File: src/rtl/bip_pkg.sv
// Shared definitions for the BIP accumulator CPU: opcodes, control-unit states,
// datapath mux selections and the PC command set.
package bip_pkg;

  localparam logic [4:0] OPC_HLT  = 5'b00000;
  localparam logic [4:0] OPC_STO  = 5'b00001;
  localparam logic [4:0] OPC_LD   = 5'b00010;
  localparam logic [4:0] OPC_LDI  = 5'b00011;
  localparam logic [4:0] OPC_ADD  = 5'b00100;
  localparam logic [4:0] OPC_ADDI = 5'b00101;
  localparam logic [4:0] OPC_SUB  = 5'b00110;
  localparam logic [4:0] OPC_SUBI = 5'b00111;
  localparam logic [4:0] OPC_JMP  = 5'b01000;
  localparam logic [4:0] OPC_BEQ  = 5'b01001;
  localparam logic [4:0] OPC_BNE  = 5'b01010;

  localparam logic [1:0] SEL_A_ALU = 2'd0;
  localparam logic [1:0] SEL_A_IMM = 2'd1;
  localparam logic [1:0] SEL_A_MEM = 2'd2;
  localparam logic       SEL_B_MEM = 1'b0;
  localparam logic       SEL_B_IMM = 1'b1;
  localparam logic       OP_ADD    = 1'b1;
  localparam logic       OP_SUB    = 1'b0;

  typedef enum logic [2:0] {
    ST_IDLE,
    ST_FETCH,
    ST_EXEC,
    ST_MEMWAIT,
    ST_HALT
  } state_e;

  typedef enum logic [1:0] {
    PC_HOLD,
    PC_CLEAR,
    PC_INC,
    PC_LOAD
  } pc_cmd_e;

endpackage

File: src/rtl/bip_pc_reg.sv
// Program counter register with clear, increment (wrapping) and load commands.
module bip_pc_reg
  import bip_pkg::*;
#(
  parameter int PC_W = 11
) (
  input  logic            clk,
  input  logic            reset,
  input  pc_cmd_e         i_cmd,
  input  logic [PC_W-1:0] i_load_val,
  output logic [PC_W-1:0] o_pc
);

  logic [PC_W-1:0] pc_d, pc_q;

  always_comb begin
    pc_d = pc_q;
    unique case (i_cmd)
      PC_CLEAR: pc_d = '0;
      PC_INC:   pc_d = pc_q + PC_W'(1);
      PC_LOAD:  pc_d = i_load_val;
      default:  pc_d = pc_q;
    endcase
  end

  // NOTE: sequential state is updated with <= so every flop samples pre-edge values.
  always_ff @(posedge clk or posedge reset) begin
    if (reset) pc_q <= '0;
    else       pc_q <= pc_d;
  end

  assign o_pc = pc_q;

endmodule

File: src/rtl/bip_control_unit.sv
// Multi-cycle BIP control unit: FETCH/EXEC/MEMWAIT sequencer with branches,
// halt/restart handshake and a configurable data-memory read latency.
module bip_control_unit
  import bip_pkg::*;
#(
  parameter int OPCODE_W = 5,
  parameter int OPND_W   = 11,
  parameter int PC_W     = 11,
  parameter int RAM_LAT  = 1
) (
  input  logic                clk,
  input  logic                reset,
  input  logic                i_start,
  input  logic [OPCODE_W-1:0] i_opcode,
  input  logic [OPND_W-1:0]   i_operand,
  input  logic                i_acc_zero,
  output logic [PC_W-1:0]     o_pc,
  output logic [1:0]          o_sel_a,
  output logic                o_sel_b,
  output logic                o_op,
  output logic                o_wr_acc,
  output logic                o_wr_ram,
  output logic                o_rd_ram,
  output logic                o_halted
);

  localparam int CNT_W = 2;

  if (RAM_LAT < 1 || RAM_LAT > 4) begin : g_bad_ram_lat
    $error("bip_control_unit: RAM_LAT must be within 1..4");
  end

  state_e              state_d, state_q;
  logic [CNT_W-1:0]    cnt_d, cnt_q;
  logic [OPCODE_W-1:0] memop_d, memop_q;
  pc_cmd_e             pc_cmd;

  // NOTE: every always_comb output gets a default first, so no path can infer a latch.
  always_comb begin
    state_d  = state_q;
    cnt_d    = cnt_q;
    memop_d  = memop_q;
    pc_cmd   = PC_HOLD;
    o_sel_a  = SEL_A_ALU;
    o_sel_b  = SEL_B_MEM;
    o_op     = OP_SUB;
    o_wr_acc = 1'b0;
    o_wr_ram = 1'b0;
    o_rd_ram = 1'b0;
    o_halted = 1'b0;

    unique case (state_q)
      ST_IDLE: begin
        if (i_start) begin
          state_d = ST_FETCH;
          pc_cmd  = PC_CLEAR;
        end
      end
      ST_FETCH: state_d = ST_EXEC;
      ST_EXEC: begin
        state_d = ST_FETCH;
        pc_cmd  = PC_INC;
        case (i_opcode)
          OPCODE_W'(OPC_HLT): begin
            state_d = ST_HALT;
            pc_cmd  = PC_HOLD;
          end
          OPCODE_W'(OPC_STO): o_wr_ram = 1'b1;
          OPCODE_W'(OPC_LDI): begin
            o_sel_a  = SEL_A_IMM;
            o_wr_acc = 1'b1;
          end
          OPCODE_W'(OPC_ADDI), OPCODE_W'(OPC_SUBI): begin
            o_sel_b  = SEL_B_IMM;
            o_op     = (i_opcode == OPCODE_W'(OPC_ADDI)) ? OP_ADD : OP_SUB;
            o_wr_acc = 1'b1;
          end
          OPCODE_W'(OPC_LD), OPCODE_W'(OPC_ADD), OPCODE_W'(OPC_SUB): begin
            o_rd_ram = 1'b1;
            cnt_d    = CNT_W'(RAM_LAT - 1);
            memop_d  = i_opcode;
            state_d  = ST_MEMWAIT;
            pc_cmd   = PC_HOLD;
          end
          OPCODE_W'(OPC_JMP): pc_cmd = PC_LOAD;
          OPCODE_W'(OPC_BEQ): pc_cmd = i_acc_zero ? PC_LOAD : PC_INC;
          OPCODE_W'(OPC_BNE): pc_cmd = i_acc_zero ? PC_INC : PC_LOAD;
          default: ;
        endcase
      end
      ST_MEMWAIT: begin
        o_rd_ram = 1'b1;
        if (cnt_q == '0) begin
          // Data memory output is valid now: commit it to ACC and move on.
          o_wr_acc = 1'b1;
          pc_cmd   = PC_INC;
          state_d  = ST_FETCH;
          if (memop_q == OPCODE_W'(OPC_LD)) o_sel_a = SEL_A_MEM;
          else if (memop_q == OPCODE_W'(OPC_ADD)) o_op = OP_ADD;
        end else begin
          cnt_d = cnt_q - CNT_W'(1);
        end
      end
      ST_HALT: begin
        o_halted = 1'b1;
        if (i_start) begin
          state_d = ST_FETCH;
          pc_cmd  = PC_CLEAR;
        end
      end
      default: state_d = ST_IDLE;
    endcase
  end

  always_ff @(posedge clk or posedge reset) begin
    if (reset) begin
      state_q <= ST_IDLE;
      cnt_q   <= '0;
      memop_q <= '0;
    end else begin
      state_q <= state_d;
      cnt_q   <= cnt_d;
      memop_q <= memop_d;
    end
  end

  bip_pc_reg #(.PC_W(PC_W)) u_pc_reg (
    .clk        (clk),
    .reset      (reset),
    .i_cmd      (pc_cmd),
    .i_load_val (PC_W'(i_operand)),
    .o_pc       (o_pc)
  );

endmodule

File: config.mk
export PLATFORM = sky130hd
export DESIGN_NAME = bip_control_unit
export DESIGN_NICKNAME = d
export VERILOG_FILES = /design/src/rtl/bip_pkg.sv /design/src/rtl/bip_pc_reg.sv /design/src/rtl/bip_control_unit.sv
export SDC_FILE = /design/constraint.sdc
export NUM_CORES = 1
export LEC_CHECK = 0
export CORE_MARGIN = 5
export CORE_UTILIZATION = 51
export DETAILED_ROUTE_END_ITERATION = 6
export PLACE_DENSITY = 0.85
export SLEW_MARGIN = 20
export SYNTH_ARGS = -nofsm -noshare
export SYNTH_HDL_FRONTEND = slang
export SYNTH_SLANG_ARGS = --single-unit
File: constraint.sdc
create_clock -name clk -period 5.91 [get_ports clk]
set_clock_uncertainty 0.1 [all_clocks]
set_input_delay 1.773 -clock clk [delete_from_list [all_inputs] [get_ports clk]]
set_output_delay 1.773 -clock clk [all_outputs]
set_load 0.02 [all_outputs]
==> flow_summary.json <==
{
  "grt_pass1_vias": 1227,
  "htree_levels": 1,
  "fin_hold_ws_ns": 0.400,
  "gp_congestion": 0.877,
  "antenna_found_initial": 0,
  "cts_tree": "done",
  "grt_usage_pct": 20.2,
  "maxCapViolCount": 0,
  "slew_headroom_pct": 38.7,
  "period_needed_ns": 5.49,
  "ir_drop_mv": 0.224,
  "fin_crit_sh_pct": 93.0,
  "viasPerCell": 5.93,
  "yosysWarnings": 0,
  "rows": 18,
  "syn-instance-count": 155,
  "holdBufCountCts": 0,
  "dieArea_um2": 3770,
  "fin_cells": 220,
  "seq_area_frac_synth_pct": 39.0,
  "worst_setup_path_start_kind": "primary input",
  "clock_sinks": 21,
  "slew_viol_final": 0,
  "final-setup-viol-count": 0,
  "core_area_um2": 2500,
  "overflow": 0,
  "io_buffers": 38,
  "clock.fmax_mhz": 182,
  "crit_fanout": 4,
  "syn_area_per_cell_um2": 8.69,
  "dpl.cell_count": 216,
  "diodes": 0,
  "final.setup.tns_ns": 0,
  "ys_types": 46,
  "grt_max_degree": 22,
  "initial_utilization_pct": 53.9,
  "r2r_setup_slack_ns": 3.43,
  "wl_per_cell_um": 15.1,
  "via_count": 1304,
  "final_hold_viol_count": 0,
  "rsz0062_at_grt": "no",
  "p_leak_uw": 0.000726,
  "path_class": "primary input to output pin",
  "critPathCaptureType": "output pin",
  "drtPass1Iterations": 4,
  "drc": 0,
  "postRouteAntennaNets": 0,
  "dieWidth_um": 61.4,
  "clockBufferDepth": 2,
  "drive_above_1_share_pct": 4.74,
  "nets": 213,
  "powerDensity_nw_per_um2": 305,
  "cts_setup_buffers": 0,
  "clock-root-buffer": "clkbuf_4",
  "io_pins": 39,
  "worstMarginPinSlew_ns": 0.914,
  "path_clk_slew_ns": 0.11,
  "syn2layout_area_growth_pct": 30.1,
  "die_y_um": 61.4,
  "drtIter0Drc": 83,
  "netlist_area_um2": 1350,
  "syn_nets": 177,
  "holdCritPathClass": "flop to flop",
  "arrival_ns": 3.62,
  "routed_wl_um": 3330,
  "dp_hpwl_um": 2520,
  "ys_ff_latch": 21,
  "cts_buffers": 3,
  "cp.required_ns": 4.04,
  "cts-resized-gates": 0,
  "insertion_delay_ns": 0.30,
  "grt_pass1_wl_um": 5710,
  "status": "finished clean"
}
-- registers in the layout, summed over array words and instances (netlist names) --
register / count
u_pc_reg.o_pc: 11
memop_q: 5
state_q: 3
cnt_q: 2
-- power breakdown --
part,total (uW),switching [uW],internal (uW)
Sequential,223,48.7,174
Clock,69.0,42.7,26.3
Combinational,242,132,110
-- layout by cell type, fill, tap and decap left out, types with 3 or more instances in the layout --
| master | n |
|---|---|
| a32oi_1 | 4 |
| nor3_1 | 6 |
| nor2b_1 | 3 |
| o21ai_1 | 4 |
| nand3_1 | 6 |
| clkdlybuf4s50_1 | 38 |
| and2_1 | 4 |
| inv_1 | 11 |
| and3_1 | 5 |
| nand4_1 | 4 |
| a31oi_1 | 5 |
| nor2_1 | 9 |
| mux2_2 | 3 |
| clkbuf_4 | 3 |
| nand2b_1 | 3 |
| dfrtp_1 | 21 |
| nand2_1 | 21 |
| nor3b_1 | 3 |
-- path summary, 6_finish.rpt --
kind / cells past startpoint / endpoint / from
setup / recovery: 6 / o_rd_ram / i_opcode[0]
hold / removal: 1 / memop_q[3] / memop_q[3]
max in group asynchronous: 2 / cnt_q[1] / reset
setup reg to reg: 4 / u_pc_reg.o_pc[3] / state_q[0]
hold reg to reg: 1 / memop_q[3] / memop_q[3]
min in group asynchronous: 2 / u_pc_reg.o_pc[4] / reset
-- kinds of logic after synthesis --
kind of cell	synth area share (%)
AO/OA/AOI/OAI	18.8
adder cells (fa/ha/maj)	1.86
buffers and inverters	5.94
flip-flops	39.0
multiplexers	2.51
AND/OR/NAND/NOR	31.8
-- final cells by class --
| type | instances | area [um2] |
|---|---|---|
| fill | 202 | 747 |
| multi-input combinational | 116 | 742 |
| sequential | 21 | 526 |
| timing repair buffer | 38 | 380 |
| inverter | 11 | 41.3 |
| tap | 30 | 37.5 |
| clock buffer | 4 | 26.3 |
-- stage by stage --
stage,power (uW),util [%],area (um2),setup slack [ns]
final,534,70.1,1750,0.415
after global routing,581,70.1,1750,0.280
after CTS,538,70.1,1750,0.417
after detailed placement,467,69.1,1730,0.416
after global placement,460,69.1,1730,0.473
after floorplan,372,-,1350,1.50
-- metal layers --
layer	share of wire, %	track usage (%)
met5	0	0
met1	44	28.7
met2	50	32.2
met3	5.3	2.94
met4	1.2	5.76
-- critical path, stage by stage --
cell	delay, ns
clkdlybuf4s50_1	0.46
nor3_1	0.29
nor2b_1	0.24
o21ai_0	0.16
inv_1	0.09
clkdlybuf4s50_1	0.60
-- Yosys cell counts, drive strengths merged --
| cell type | n | area (um2) |
|---|---|---|
| dfrtp | 21 | 526 |
| nand2 | 21 | 78.8 |
| inv | 11 | 41.3 |
| nor2 | 9 | 33.8 |
| nor3 | 7 | 40.0 |
| nand3 | 6 | 30.0 |
| o21ai | 6 | 30.0 |
| a31oi | 5 | 31.3 |
| and3 | 5 | 31.3 |
| buf | 5 | 31.3 |
| a32oi | 4 | 35.0 |
| and2 | 4 | 25.0 |
| nand4 | 4 | 25.0 |
| mux2 | 3 | 33.8 |
| nand2b | 3 | 18.8 |
| nor2b | 3 | 18.8 |
| nor3b | 3 | 22.5 |
| a21o | 2 | 15.0 |
| a22o | 2 | 17.5 |
| a311o | 2 | 20.0 |
| a311oi | 2 | 17.5 |
| and4 | 2 | 17.5 |
| clkbuf | 2 | 7.51 |
| ha | 2 | 25.0 |
| o211ai | 2 | 15.0 |
| or2 | 2 | 12.5 |
| or4bb | 2 | 22.5 |
| a21oi | 1 | 5.00 |
| a221o | 1 | 10.0 |
| a22oi | 1 | 7.51 |
| a31o | 1 | 8.76 |
| a41oi | 1 | 8.76 |
| and3b | 1 | 8.76 |
| and4b | 1 | 10.0 |
| nand3b | 1 | 7.51 |
| o21a | 1 | 7.51 |
| o221ai | 1 | 8.76 |
| o31ai | 1 | 7.51 |
| o32ai | 1 | 8.76 |
| or3b | 1 | 8.76 |
| or4 | 1 | 7.51 |
| or4b | 1 | 10.0 |
Power figures use the tool's default switching activity.
